`config.mk`:
```
export PLATFORM = sky130hd
export DESIGN_NAME = instr_loader
export DESIGN_NICKNAME = d
export VERILOG_FILES = /design/src/rtl/instr_loader_pkg.sv /design/src/rtl/instr_loader_word_assembler.sv /design/src/rtl/instr_loader.sv
export SDC_FILE = /design/constraint.sdc
export NUM_CORES = 1
export LEC_CHECK = 0
export CELL_PAD_IN_SITES_DETAIL_PLACEMENT = 0
export CELL_PAD_IN_SITES_GLOBAL_PLACEMENT = 1
export CORE_MARGIN = 2
export CORE_UTILIZATION = 42
export DETAILED_ROUTE_END_ITERATION = 10
export PLACE_DENSITY_LB_ADDON = 0.08
export SLEW_MARGIN = 15
export SYNTH_ARGS = -nofsm -noshare
export SYNTH_HDL_FRONTEND = slang
export SYNTH_SLANG_ARGS = --single-unit
```
`constraint.sdc`:
```
create_clock -name clk -period 3.1 [get_ports clk]
set_input_delay 0.31 -clock clk [delete_from_list [all_inputs] [get_ports clk]]
set_output_delay 0.31 -clock clk [all_outputs]
set_load 0.01 [all_outputs]
```
`src/rtl/instr_loader_pkg.sv`:
```
// Shared constants for the MIPS instruction loader: HALT opcode, FSM state encoding, default widths.
// The optional LOADER_CHECKSUM_EN build adds the CHECK state (its encoding is always reserved here).
package instr_loader_pkg;

  localparam int NB_DATA_DEF = 32;
  localparam logic [5:0] OPCODE_HALT = 6'b111111;

  typedef enum logic [2:0] {
    ST_IDLE     = 3'd0,
    ST_RECV     = 3'd1,
    ST_WRITE    = 3'd2,
    ST_CHECK    = 3'd3,
    ST_RST_PIPE = 3'd4,
    ST_RUN      = 3'd5,
    ST_ERROR    = 3'd6
  } loader_state_e;

  function automatic logic is_halt_op(input logic [5:0] op);
    return op == OPCODE_HALT;
  endfunction

endpackage

```
`src/rtl/instr_loader_word_assembler.sv`:
```
// Packs the byte stream (MSB byte first) into instruction words and flags each completed word.
// With LOADER_CHECKSUM_EN it also keeps a running XOR of every byte shifted in.
module instr_loader_word_assembler
  import instr_loader_pkg::*;
#(
  parameter int NB_DATA = NB_DATA_DEF
) (
  input  logic               clk,
  input  logic               i_rst_n,
  input  logic               i_clear,
  input  logic               i_accept,
  input  logic [7:0]         i_byte,
  output logic [NB_DATA-1:0] o_word,
  output logic               o_word_done
`ifdef LOADER_CHECKSUM_EN
  ,
  output logic [7:0]         o_xor
`endif
);

  localparam int NB_BYTES = NB_DATA / 8;
  localparam int IDX_W    = (NB_BYTES > 1) ? $clog2(NB_BYTES) : 1;

  logic [IDX_W-1:0]   r_idx;
  logic [NB_DATA-1:0] r_word;

  assign o_word_done = i_accept && (r_idx == IDX_W'(NB_BYTES - 1));
  assign o_word      = r_word;

  always_ff @(posedge clk or negedge i_rst_n) begin
    if (!i_rst_n) begin
      r_idx  <= '0;
      r_word <= '0;
    end else if (i_clear) begin
      r_idx <= '0;
    end else if (i_accept) begin
      r_word <= {r_word[NB_DATA-9:0], i_byte};
      r_idx  <= o_word_done ? '0 : r_idx + IDX_W'(1);
    end
  end

`ifdef LOADER_CHECKSUM_EN
  logic [7:0] r_xor;
  assign o_xor = r_xor;

  always_ff @(posedge clk or negedge i_rst_n) begin
    if (!i_rst_n)      r_xor <= '0;
    else if (i_clear)  r_xor <= '0;
    else if (i_accept) r_xor <= r_xor ^ i_byte;
  end
`endif

endmodule

```
`src/rtl/instr_loader.sv`:
```
// Byte-stream program loader driving the IF instruction-memory write port, then releasing the pipeline.
// States: IDLE, RECV, WRITE, [CHECK with LOADER_CHECKSUM_EN], RST_PIPE, RUN, ERROR.
module instr_loader
  import instr_loader_pkg::*;
#(
  parameter int               NB_DATA          = NB_DATA_DEF,
  parameter int               NB_ADDR          = 32,
  parameter logic [NB_ADDR-1:0] BASE_ADDR      = '0,
  parameter int               ADDR_STEP        = 4,
  parameter int               MAX_WORDS        = 256,
  parameter int               RST_PULSE_CYCLES = 2
) (
  input  logic                      clk,
  input  logic                      i_rst_n,
  input  logic                      i_load_start,
  input  logic                      i_byte_valid,
  input  logic [7:0]                i_byte,
  output logic                      o_byte_ready,
  output logic                      o_we_IF,
  output logic [NB_ADDR-1:0]        o_inst_addr,
  output logic [NB_DATA-1:0]        o_instruction_data,
  output logic                      o_pipe_rst_n,
  output logic                      o_halt,
  output logic                      o_done,
  output logic                      o_error,
  output logic [$clog2(MAX_WORDS):0] o_word_count
);

  localparam int NB_CNT = $clog2(MAX_WORDS) + 1;
  localparam int NB_PLS = $clog2(RST_PULSE_CYCLES + 1);

  loader_state_e       r_state, w_next;
  logic [NB_PLS-1:0]   r_pulse;
  logic                w_xfer, w_accept, w_clear, w_word_done;
  logic [NB_DATA-1:0]  w_word;
  logic                w_ready, w_we, w_pipe_rst_n, w_halt, w_done, w_error;

  assign w_xfer   = i_byte_valid && o_byte_ready;
  assign w_accept = w_xfer && (r_state == ST_RECV);
  assign w_clear  = i_load_start &&
                    (r_state == ST_IDLE || r_state == ST_RUN || r_state == ST_ERROR);

`ifdef LOADER_CHECKSUM_EN
  logic [7:0] w_xor;
`endif

  instr_loader_word_assembler #(.NB_DATA(NB_DATA)) u_asm (
    .clk         (clk),
    .i_rst_n     (i_rst_n),
    .i_clear     (w_clear),
    .i_accept    (w_accept),
    .i_byte      (i_byte),
    .o_word      (w_word),
    .o_word_done (w_word_done)
`ifdef LOADER_CHECKSUM_EN
    ,
    .o_xor       (w_xor)
`endif
  );

  always_ff @(posedge clk or negedge i_rst_n) begin
    if (!i_rst_n) r_state <= ST_IDLE;
    else          r_state <= w_next;
  end

  always_comb begin
    w_next = r_state;
    case (r_state)
      ST_IDLE, ST_RUN, ST_ERROR: if (i_load_start) w_next = ST_RECV;
      ST_RECV:                   if (w_word_done) w_next = ST_WRITE;
      ST_WRITE: begin
        if (is_halt_op(w_word[NB_DATA-1 -: 6])) begin
`ifdef LOADER_CHECKSUM_EN
          w_next = ST_CHECK;
`else
          w_next = ST_RST_PIPE;
`endif
        end else if (o_word_count == NB_CNT'(MAX_WORDS - 1)) begin
          w_next = ST_ERROR;
        end else begin
          w_next = ST_RECV;
        end
      end
`ifdef LOADER_CHECKSUM_EN
      ST_CHECK: if (w_xfer) w_next = (i_byte == w_xor) ? ST_RST_PIPE : ST_ERROR;
`endif
      ST_RST_PIPE: if (r_pulse == '0) w_next = ST_RUN;
      default:     w_next = ST_IDLE;
    endcase

    // Outputs are registered from the next state so they line up with the state they describe.
    w_ready      = (w_next == ST_RECV) || (w_next == ST_CHECK);
    w_we         = (w_next == ST_WRITE);
    w_pipe_rst_n = (w_next != ST_RST_PIPE);
    w_halt       = (w_next != ST_RUN);
    w_done       = (w_next == ST_RUN);
    w_error      = (w_next == ST_ERROR);
  end

  always_ff @(posedge clk or negedge i_rst_n) begin
    if (!i_rst_n) begin
      o_byte_ready <= 1'b0;
      o_we_IF      <= 1'b0;
      o_pipe_rst_n <= 1'b0;
      o_halt       <= 1'b1;
      o_done       <= 1'b0;
      o_error      <= 1'b0;
    end else begin
      o_byte_ready <= w_ready;
      o_we_IF      <= w_we;
      o_pipe_rst_n <= w_pipe_rst_n;
      o_halt       <= w_halt;
      o_done       <= w_done;
      o_error      <= w_error;
    end
  end

  always_ff @(posedge clk or negedge i_rst_n) begin
    if (!i_rst_n) begin
      o_inst_addr  <= BASE_ADDR;
      o_word_count <= '0;
    end else if (w_clear) begin
      o_inst_addr  <= BASE_ADDR;
      o_word_count <= '0;
    end else if (r_state == ST_WRITE) begin
      o_inst_addr  <= o_inst_addr + NB_ADDR'(ADDR_STEP);
      o_word_count <= o_word_count + NB_CNT'(1);
    end
  end

  always_ff @(posedge clk or negedge i_rst_n) begin
    if (!i_rst_n)
      r_pulse <= '0;
    else if (r_state != ST_RST_PIPE && w_next == ST_RST_PIPE)
      r_pulse <= NB_PLS'(RST_PULSE_CYCLES - 1);
    else if (r_state == ST_RST_PIPE && r_pulse != '0)
      r_pulse <= r_pulse - NB_PLS'(1);
  end

  assign o_instruction_data = w_word;

endmodule

```
==> metrics.txt <==
outcome finished clean; largest cells by area after synthesis dfrtp_1 (54%), mux2_2 (9.3%), xnor2_1 (5.2%), nor2_1 (4.1%), xor2_1 (2.7%); total CTS buffers 9; 1st-iter DRT viols 118; RSZ-0062 raised after global routing no; overall routing resource usage 17.2%; Setup Skew 13.7 ps; Yosys reg bits 84; Starting Density 43.8%; area grow syn2layout 30.9%; delay of the slowest cell on the worst path 630 ps; setup violators final 0; clk root buf clkbuf_8; final WL 8130 um; Vert. Die Dim 99.9 um; Buffers on Ports 88; Final Cell Area 0.00505 mm2; number of unique standard cell types used by synthesis 48; CP max FO 13; Seq/Total Area, Yosys 54.5%; Startpoint Class flop; post-layout min period 2280 ps; global-route wire length before repair 13700 um; GP Congestion 0.740; Cells after Synth 343; P_leak 2.12 nW; Die Span X 99.9 um; clk sinks 84; via count 2786; nets 448; clock slew at reported path FFs 80 ps; Setup TNS Final 0 ps; Pins Over Slew Limit 0; IO Count 91; dpl ws 830 ps; CTS-repair resized insts 0; crit end category flop; CTS H-tree depth 3; 1st-pass router iterations 4; relative slew slack 48.5%; hold_ws 36.0 ps; row count 34; largest area contributor in the netlist dfrtp_1; Syn. warnings 0; Req. time, crit path 3300 ps; cts hold-fix bufs 0; CP cell instances and4_1, nand4_1, a2111oi_1, xnor2_1, nor2_1; top-count cell post-synth dfrtp_1; CP Buf/Inv Count 0; Fmax 439 MHz; post-DR wirelength/cell 14.9 um; initial antenna violation count 0; Core Area 0.00881 mm2; vias in the first global route 2749; slowest cell on the critical path a2111oi_1; Commonest cells post-synth dfrtp_1 (83), nor2_1 (42), mux2_2 (32); HPWL Detailed 5670 um; fin crit share 73.4%; DRC 0; die area 0.00997 mm2; CP top delay family simple AND/OR/NAND/NOR gates; Avg Synthesized Cell Area 11.2 um2; worst-margin pin slew 772 ps; reported max-cap violation count 0; Setup CP Type reg -> reg; Finished Layout Cells 544; total gr overflow 0; TritonCTS clock tree built; path type of the worst min-delay path in -> async; Final ANT Viol Nets 0; layout cells sized above 1 14.4%; power density over cell area 726 mW/mm2; number of synthesized flops with an enable pin 0; VDD IR-drop max 0.000479 V; Via density 5.12; Final Hold Fails 0; fill cell total of the finished layout 783; Clock Tree Buf Depth 2; crit path DAT 2480 ps; setup ws final 824 ps; synthesized cell area 0.00386 mm2; # diodes 0; worst skew pair latency 340 ps; Placed Area 0.00483 mm2; most common flop cell mapped by yosys dfrtp_1; placed cells 528; post-synth top area share 53.8%; pin count of the biggest net entering global routing 62; Post-synth ARST share 100%; Post-CTS Setup Bufs 0
[where the power goes]
group          switching [mW]  leakage [nW]  total [mW]  internal (mW)
logic                   0.488         0.933        1.23          0.746
registers               0.222          1.07        1.59           1.37
clock network           0.397         0.113       0.840          0.443
total                    1.11          2.12        3.66           2.56
[metal layers]
metal / track usage (%) / vias up / part of all wire (%)
li1: - / 1356 / -
met1: 24.2 / 1357 / 47
met2: 26.2 / 68 / 46
met3: 4.60 / 5 / 5.5
met4: 5.37 / 0 / 0.66
met5: 0 / - / 0
[cell usage in the layout (no fill, tap or decap), types with 2 or more instances in the layout]
master and n:
mux2_2 32, o21ai_0 7, xor2_1 12, nor3_1 4
nor4_1 7, and4_1 5, a21oi_1 5, a2111oi_1 2
and2_1 4, a211oi_1 4, clkdlybuf4s50_1 87, nand3_1 10
clkinv_4 3, inv_1 13, nor2_2 2, nand2b_1 2
a31oi_1 2, nand4_1 10, nor4_2 2, nand2_1 23
nor2_1 42, buf_4 5, ha_1 5, and3_1 5
clkbuf_8 12, nor2b_1 3, xnor2_1 23, dfrtp_1 83
conb_1 2
[registers in the layout (all words and copies together), names as in the netlist]
signal	flops
u_asm.o_word	32
o_inst_addr	30
o_word_count	9
r_state	3
r_pulse	2
u_asm.r_idx	2
o_byte_ready	1
o_done	1
o_error	1
o_halt	1
o_pipe_rst_n	1
o_we_IF	1
[stage by stage]
step | power [mW] | utilization (%)
floorplan | 2.20 | -
global placement | 2.83 | 54.8
detailed placement | 2.86 | 54.8
CTS | 3.72 | 57.3
global route | 3.89 | 57.3
finish | 3.66 | 57.3
[worst paths after layout]
| check | startpoint | slack (ps) | to | depth (start not counted) |
|---|---|---|---|---|
| worst max-delay path | o_inst_addr[5]$_DFFE_PN0N_ | 820 | o_inst_addr[22]$_DFFE_PN0N_ | 5 |
| worst min-delay path | i_rst_n | 40 | o_done$_DFF_PN0_ | 1 |
| worst max register to register | o_inst_addr[5]$_DFFE_PN0N_ | 820 | o_inst_addr[22]$_DFFE_PN0N_ | 5 |
| worst min register to register | r_pulse[1]$_DFFE_PN0P_ | 490 | r_pulse[1]$_DFFE_PN0P_ | 1 |
| max in group asynchronous | i_rst_n | 2370 | o_inst_addr[9]$_DFFE_PN0N_ | 2 |
| min in group clk | r_pulse[1]$_DFFE_PN0P_ | 490 | r_pulse[1]$_DFFE_PN0P_ | 1 |
[cells by family (layout without fill, tap and decap cells)]
group	Yosys count	count (layout)	synth area share [%]
AOI/OAI and AO/OA	27	27	4.77
xor gates and xnor gates	35	35	7.94
adders and majority gates	5	5	1.62
buffers and inverters	30	122	3.79
DFF	84	84	54.5
muxes	33	33	9.60
other	1	2	0.0972
and+or+nand+nor	128	128	17.7
[final cells by class]
cell class                      instances  area, um2  area share (%)
Sequential cell                        84       2100            41.7
Inverter                               13       48.8           0.966
Multi-Input combinational cell        230       1610            31.9
Clock inverter                          4       56.3            1.11
Clock buffer                           12        165            3.27
Timing Repair Buffer                   93        928            18.4
Tap cell                              108        135            2.68
Power figures use the tool's default switching activity.
==> patch 1: new RTL, config.mk and constraints unchanged <==
Set the parameter `RST_PULSE_CYCLES` to 4 (it was 2).
--- a/src/rtl/instr_loader.sv
+++ b/src/rtl/instr_loader.sv
@@ -8,7 +8,7 @@
   parameter logic [NB_ADDR-1:0] BASE_ADDR      = '0,
   parameter int               ADDR_STEP        = 4,
   parameter int               MAX_WORDS        = 256,
-  parameter int               RST_PULSE_CYCLES = 2
+  parameter int               RST_PULSE_CYCLES = 4
 ) (
   input  logic                      clk,
   input  logic                      i_rst_n,
Check against the original RTL: not equivalent (a bounded check fails within 10 cycles, from zero or initial values and one cycle with i_rst_n low).
==> patch 1 against the unedited design <==
- sequential cell count rose by 1
- setup slack better by 0.015 ns
- maximum frequency is 0.65% higher
- global-route usage increased by 0.59 points
- total power shrank 6.2%
- cell area increased by 2.4%
- routed wire length grew 4.6%
- area after synthesis increased by 1.7%
- die area rose by 1.6%
- critical endpoint is now r_pulse[2]
- highest routed layer unchanged
==> patch 1: results (changes against the unedited design) <==
Power
  • Tot Pwr: 3.44 mW (was 3.66 mW)
  • Sw frac: 31.2% (was 30.2%)
  • Seq. pwr: 1.50 mW (was 1.59 mW)
  • VDD IR max: 0.000473 V (was 0.000479 V)

Placed design
  • Placed cell areas: 4910 µm² (was 4830 µm²)
  • HPWL Detailed: 5960 µm (was 5670 µm)
  • Cells after DPL: 600 (was 528)
  • Routability Congestion: 0.753 (was 0.740)
  • DP Worst Slack: 0.810 ns (was 0.830 ns)

Worst setup path
  • CP max FO: 5 (was 13)
  • Slowest Stage Delay on Critical Path: 0.49 ns (was 0.63 ns)
  • WP data arrival: 2.51 ns (was 2.48 ns)

GRT
  • Largest net degree at the start of global routing: 36 (was 62)
  • First-pass GRT wire length: 14000 µm (was 13700 µm)
  • Total GRT Usage: 17.8% (was 17.2%)
  • Vias in the first global route: 2926 (was 2749)

Synth
  • Synthesized area per cell: 9.50 µm² (was 11.2 µm²)
  • Post-synth top cells: nand2_1 (118), dfrtp_1 (84), nor2_1 (43) (was dfrtp_1 (83), nor2_1 (42), mux2_2 (32))
  • Area fraction of the dominant cell type after synthesis: 53.6% (was 53.8%)
  • Synth async-reset ratio: 100% (unchanged)
  • Sequential share of the synthesized area: 54.2% (was 54.5%)
  • Synth area leaders: dfrtp_1 (54%), nand2_1 (11%), nor2_1 (4.1%) (was dfrtp_1 (54%), mux2_2 (9.3%), xnor2_1 (5.2%))

Detailed routing
  • Vias per cell: 4.94 (was 5.12)
  • Detailed Route WL: 8510 µm (was 8130 µm)
  • First-pass iteration count of the detailed router: 7 (was 4)
  • Iter 0 DRT Violations: 128 (was 118)

Cells and area
  • Footprint of the multi-input gates: 1660 µm² (was 1610 µm²)
  • Final-stage net count: 519 (was 448)
  • Fill cell count: 829 (was 783)

STA
  • Slew @ Worst Pin: 0.521 ns (was 0.772 ns)
  • Max Clock Skew: 0.00928 ns (was 0.0137 ns)

Clocking
  • Clk_lat worst skew: 0.36 ns (was 0.34 ns)

Status
  • Status: complete, no violations (unchanged)
## patch 1: cell types whose count changed after synthesis, moves of 5 or more
cell	change
xnor2_1	-6
nand2_1	+95
xor2_1	+6
clkbuf_1	+10
nand3_1	+5
mux2_2	-32
## patch 1: worst paths after layout
path	from	end	slack (ns)	depth (start not counted)
max	o_word_count[2]	r_pulse[2]	0.84	8
min	i_rst_n	o_inst_addr[28]	0.43	2
max reg2reg	o_word_count[2]	r_pulse[2]	0.84	8
min reg2reg	u_asm.o_word[24]	u_asm.o_word[24]	0.50	2
max in group asynchronous	i_rst_n	u_asm.o_word[30]	1.95	3
min in group clk	i_byte[5]	u_asm.o_word[5]	0.47	3
## patch 1: what timing repair did
item	4_1_cts	5_1_grt
gates resized for setup	0	0
hold endpoints to repair	29	0
hold buffers	1	0
## patch 1: cell type report
| class | count | area share, % |
|---|---|---|
| Sequential cell | 85 | 41.2 |
| Multi-Input combinational cell | 298 | 32.2 |
| Timing Repair Buffer | 98 | 18.5 |
| Clock buffer | 11 | 2.74 |
| Tap cell | 111 | 2.69 |
| Clock inverter | 5 | 2.08 |
| Inverter | 9 | 0.654 |
## patch 1: cells by family after synthesis
logic type               count (synthesis)  synth area share [%]
AO/OA/AOI/OAI                           19                  2.90
XOR/XNOR                                35                  7.81
adder cells (fa/ha/maj)                  6                  1.91
buffers and inverters                   31                  3.83
flip-flops                              85                  54.2
multiplexers                             1                 0.287
other                                    1                0.0956
AND/OR/NAND/NOR                        235                  28.9
## patch 1: routing by layer
metal  share of wire [%]  up-vias  GRT usage (%)
met5                   0        -              0
met1                  46     1458           23.3
met2                  47       58           28.1
met3                 4.6       12           4.79
met4                 2.0        0           7.17
li1                    -     1519              -
==> patch 2: new RTL, config.mk and constraints unchanged <==
Made on the original files. Encoding of `loader_state_e`: now one-hot (7 bits for 7 states).
--- a/src/rtl/instr_loader_pkg.sv
+++ b/src/rtl/instr_loader_pkg.sv
@@ -5,14 +5,14 @@
   localparam int NB_DATA_DEF = 32;
   localparam logic [5:0] OPCODE_HALT = 6'b111111;
 
-  typedef enum logic [2:0] {
-    ST_IDLE     = 3'd0,
-    ST_RECV     = 3'd1,
-    ST_WRITE    = 3'd2,
-    ST_CHECK    = 3'd3,
-    ST_RST_PIPE = 3'd4,
-    ST_RUN      = 3'd5,
-    ST_ERROR    = 3'd6
+  typedef enum logic [6:0] {
+    ST_IDLE     = 7'b0000001,
+    ST_RECV     = 7'b0000010,
+    ST_WRITE    = 7'b0000100,
+    ST_CHECK    = 7'b0001000,
+    ST_RST_PIPE = 7'b0010000,
+    ST_RUN      = 7'b0100000,
+    ST_ERROR    = 7'b1000000
   } loader_state_e;
 
   function automatic logic is_halt_op(input logic [5:0] op);
Check against the original RTL: same outputs for any inputs over 10 cycles, from zero or initial values and one cycle with i_rst_n low; not proved beyond that.
==> patch 2 against the unedited design <==
- cell count grew 12%
- sequential cell count grew 4
- cell area grew 7.3%
- global-route usage grew 0.75 points
- maximum frequency grew 6.6%
- setup slack gained 0.14 ns
- routed wire length grew 15%
- area after synthesis grew 8.0%
- largest cell class unchanged
Power is not compared: it rests on default switching activity, and its combinational part moved more than twofold at a synthesized area within 25%.
==> patch 2: results (changes against the unedited design) <==
Status
  • Status: complete, no violations (unchanged)

Worst setup path
  • CP max-delay cell: dfrtp_1 (was a2111oi_1)
  • WP data arrival: 2.41 ns (was 2.48 ns)
  • Slowest Stage Delay on Critical Path: 0.52 ns (was 0.63 ns)
  • CP max FO: 38 (was 13)

Synth
  • Yosys warns: 0 (unchanged)
  • Sequential share of the synthesized area: 52.9% (was 54.5%)
  • Synth Flop Type: dfrtp_1 (unchanged)
  • Synth area leaders: dfrtp_1 (52%), mux2_2 (9.7%), a21oi_1 (2.8%) (was dfrtp_1 (54%), mux2_2 (9.3%), xnor2_1 (5.2%))
  • Post-synth top cells: dfrtp_1 (86), mux2_2 (36), nor2_1 (26) (was dfrtp_1 (83), nor2_1 (42), mux2_2 (32))
  • Post-synth EDFFs: 0 (unchanged)
  • Synth unique cells: 44 (was 48)
  • Synth async-reset ratio: 100% (unchanged)

STA
  • Final Hold Vio Count: 0 (unchanged)
  • Relative slew slack: 47.7% (was 48.5%)
  • Max Clock Skew: 0.0157 ns (was 0.0137 ns)

Clocking
  • H-Tree Level Count: 3 (unchanged)
  • Clk_lat worst skew: 0.35 ns
  • CTS Buf Count: 9 (unchanged)
  • # Post-CTS Setup Buffers: 0 (unchanged)
  • Post-CTS sizing: 0 (unchanged)
  • Root cell of the clock tree: clkbuf_8 (unchanged)
  • Bufs on Longest Clock Path: 2 (unchanged)
  • Reg clk slew, reported paths: 0.09 ns

Power
  • Leak: 2.33 nW
  • VDD IR max: 0.000295 V

Hold path
  • Min-Delay Path Class: input pin to asynchronous set/reset pin (unchanged)

Detailed routing
  • Vias per cell: 5.43 (was 5.12)
  • Final ANT Viol Nets: 0 (unchanged)
  • Iter 0 DRT Violations: 84 (was 118)
  • Avg WL per Cell: 15.3 µm (was 14.9 µm)
  • First-pass iteration count of the detailed router: 5 (was 4)

GRT
  • First-pass GRT wire length: 16000 µm (was 13700 µm)
  • Total GRT Usage: 18.0% (was 17.2%)
  • Largest net degree at the start of global routing: 62 (unchanged)
  • Initial antenna violation count: 0 (unchanged)
  • Vias in the first global route: 3277 (was 2749)

Cells and area
  • Final-stage net count: 486 (was 448)
  • Fill cell count: 874 (was 783)
  • Antenna diodes: 0 (unchanged)
  • Layout cell share with drive strength beyond 1: 14.6% (was 14.4%)
  • Number of flip-flops in the largest register: 32 (unchanged)

Placed design
  • Routability Congestion: 0.813 (was 0.740)
  • I/O Buffers: 88 (unchanged)
  • Placed cell areas: 5180 µm² (was 4830 µm²)
  • HPWL Detailed: 6540 µm (was 5670 µm)
[patch 2: cell families (layout without fill, tap and decap cells)]
group	after synthesis	after routing	synth area share (%)
other	1	3	0.0900
adder cells (fa/ha/maj)	5	5	1.50
multiplexers	37	37	9.97
AO/OA/AOI/OAI	63	63	9.46
flip-flops	88	88	52.9
buffers and inverters	34	124	3.75
XOR/XNOR	13	13	2.73
AND/OR/NAND/NOR	141	141	19.6
[patch 2: path summary, 6_finish.rpt]
check,start,to,slack [ns],cells past startpoint
worst max register to register,r_state[5],u_asm.r_idx[0],0.97,6
worst min register to register,r_pulse[1],r_pulse[1],0.51,1
max in group asynchronous,i_rst_n,u_asm.o_word[2],2.33,2
min in group clk,r_pulse[1],r_pulse[1],0.51,1
worst max-delay path,r_state[5],u_asm.r_idx[0],0.97,6
worst min-delay path,i_rst_n,o_done,0.03,1
[patch 2: metrics by stage]
| step | std cells | setup WS [ns] |
|---|---|---|
| detailed placement | 591 | 0.894 |
| global placement | 591 | 0.908 |
| CTS | 607 | 0.927 |
| global route | 607 | 0.799 |
| floorplan | 384 | 1.25 |
| finish | 607 | 0.965 |
[patch 2: area by class of cell]
class                   instances  area [µm²]  area share [%]
repair buffers                 98         953            17.6
clock buffers                  12         165            3.05
flip-flops and latches         88        2200            40.7
clock inverters                 4        75.1            1.39
inverters                      10        37.5           0.693
well taps                     133         166            3.07
multi-input cells             262        1810            33.5
[patch 2: critical path: cells and delay by family (launching register included)]
family          cells  cell delay, ns
simple gates        3            0.88
buf+inv             2            0.59
flops               1            0.52
compound gates      1            0.07
[patch 2: report_power, final]
part	internal (mW)	total (mW)	switching, mW
sequential	1.16	1.18	0.0171
combinational	0.0597	0.138	0.0778
clock	0.521	0.926	0.406
[patch 2: layer usage]
metal / up-vias / track usage, % / routed length, µm / part of all wire [%]
li1: 1569 / - / - / -
met1: 1639 / 23.8 / 4240 / 45
met2: 83 / 28.8 / 4390 / 47
met3: 7 / 6.04 / 617 / 6.6
met4: 0 / 3.96 / 68 / 0.73
met5: - / 0 / 0 / 0
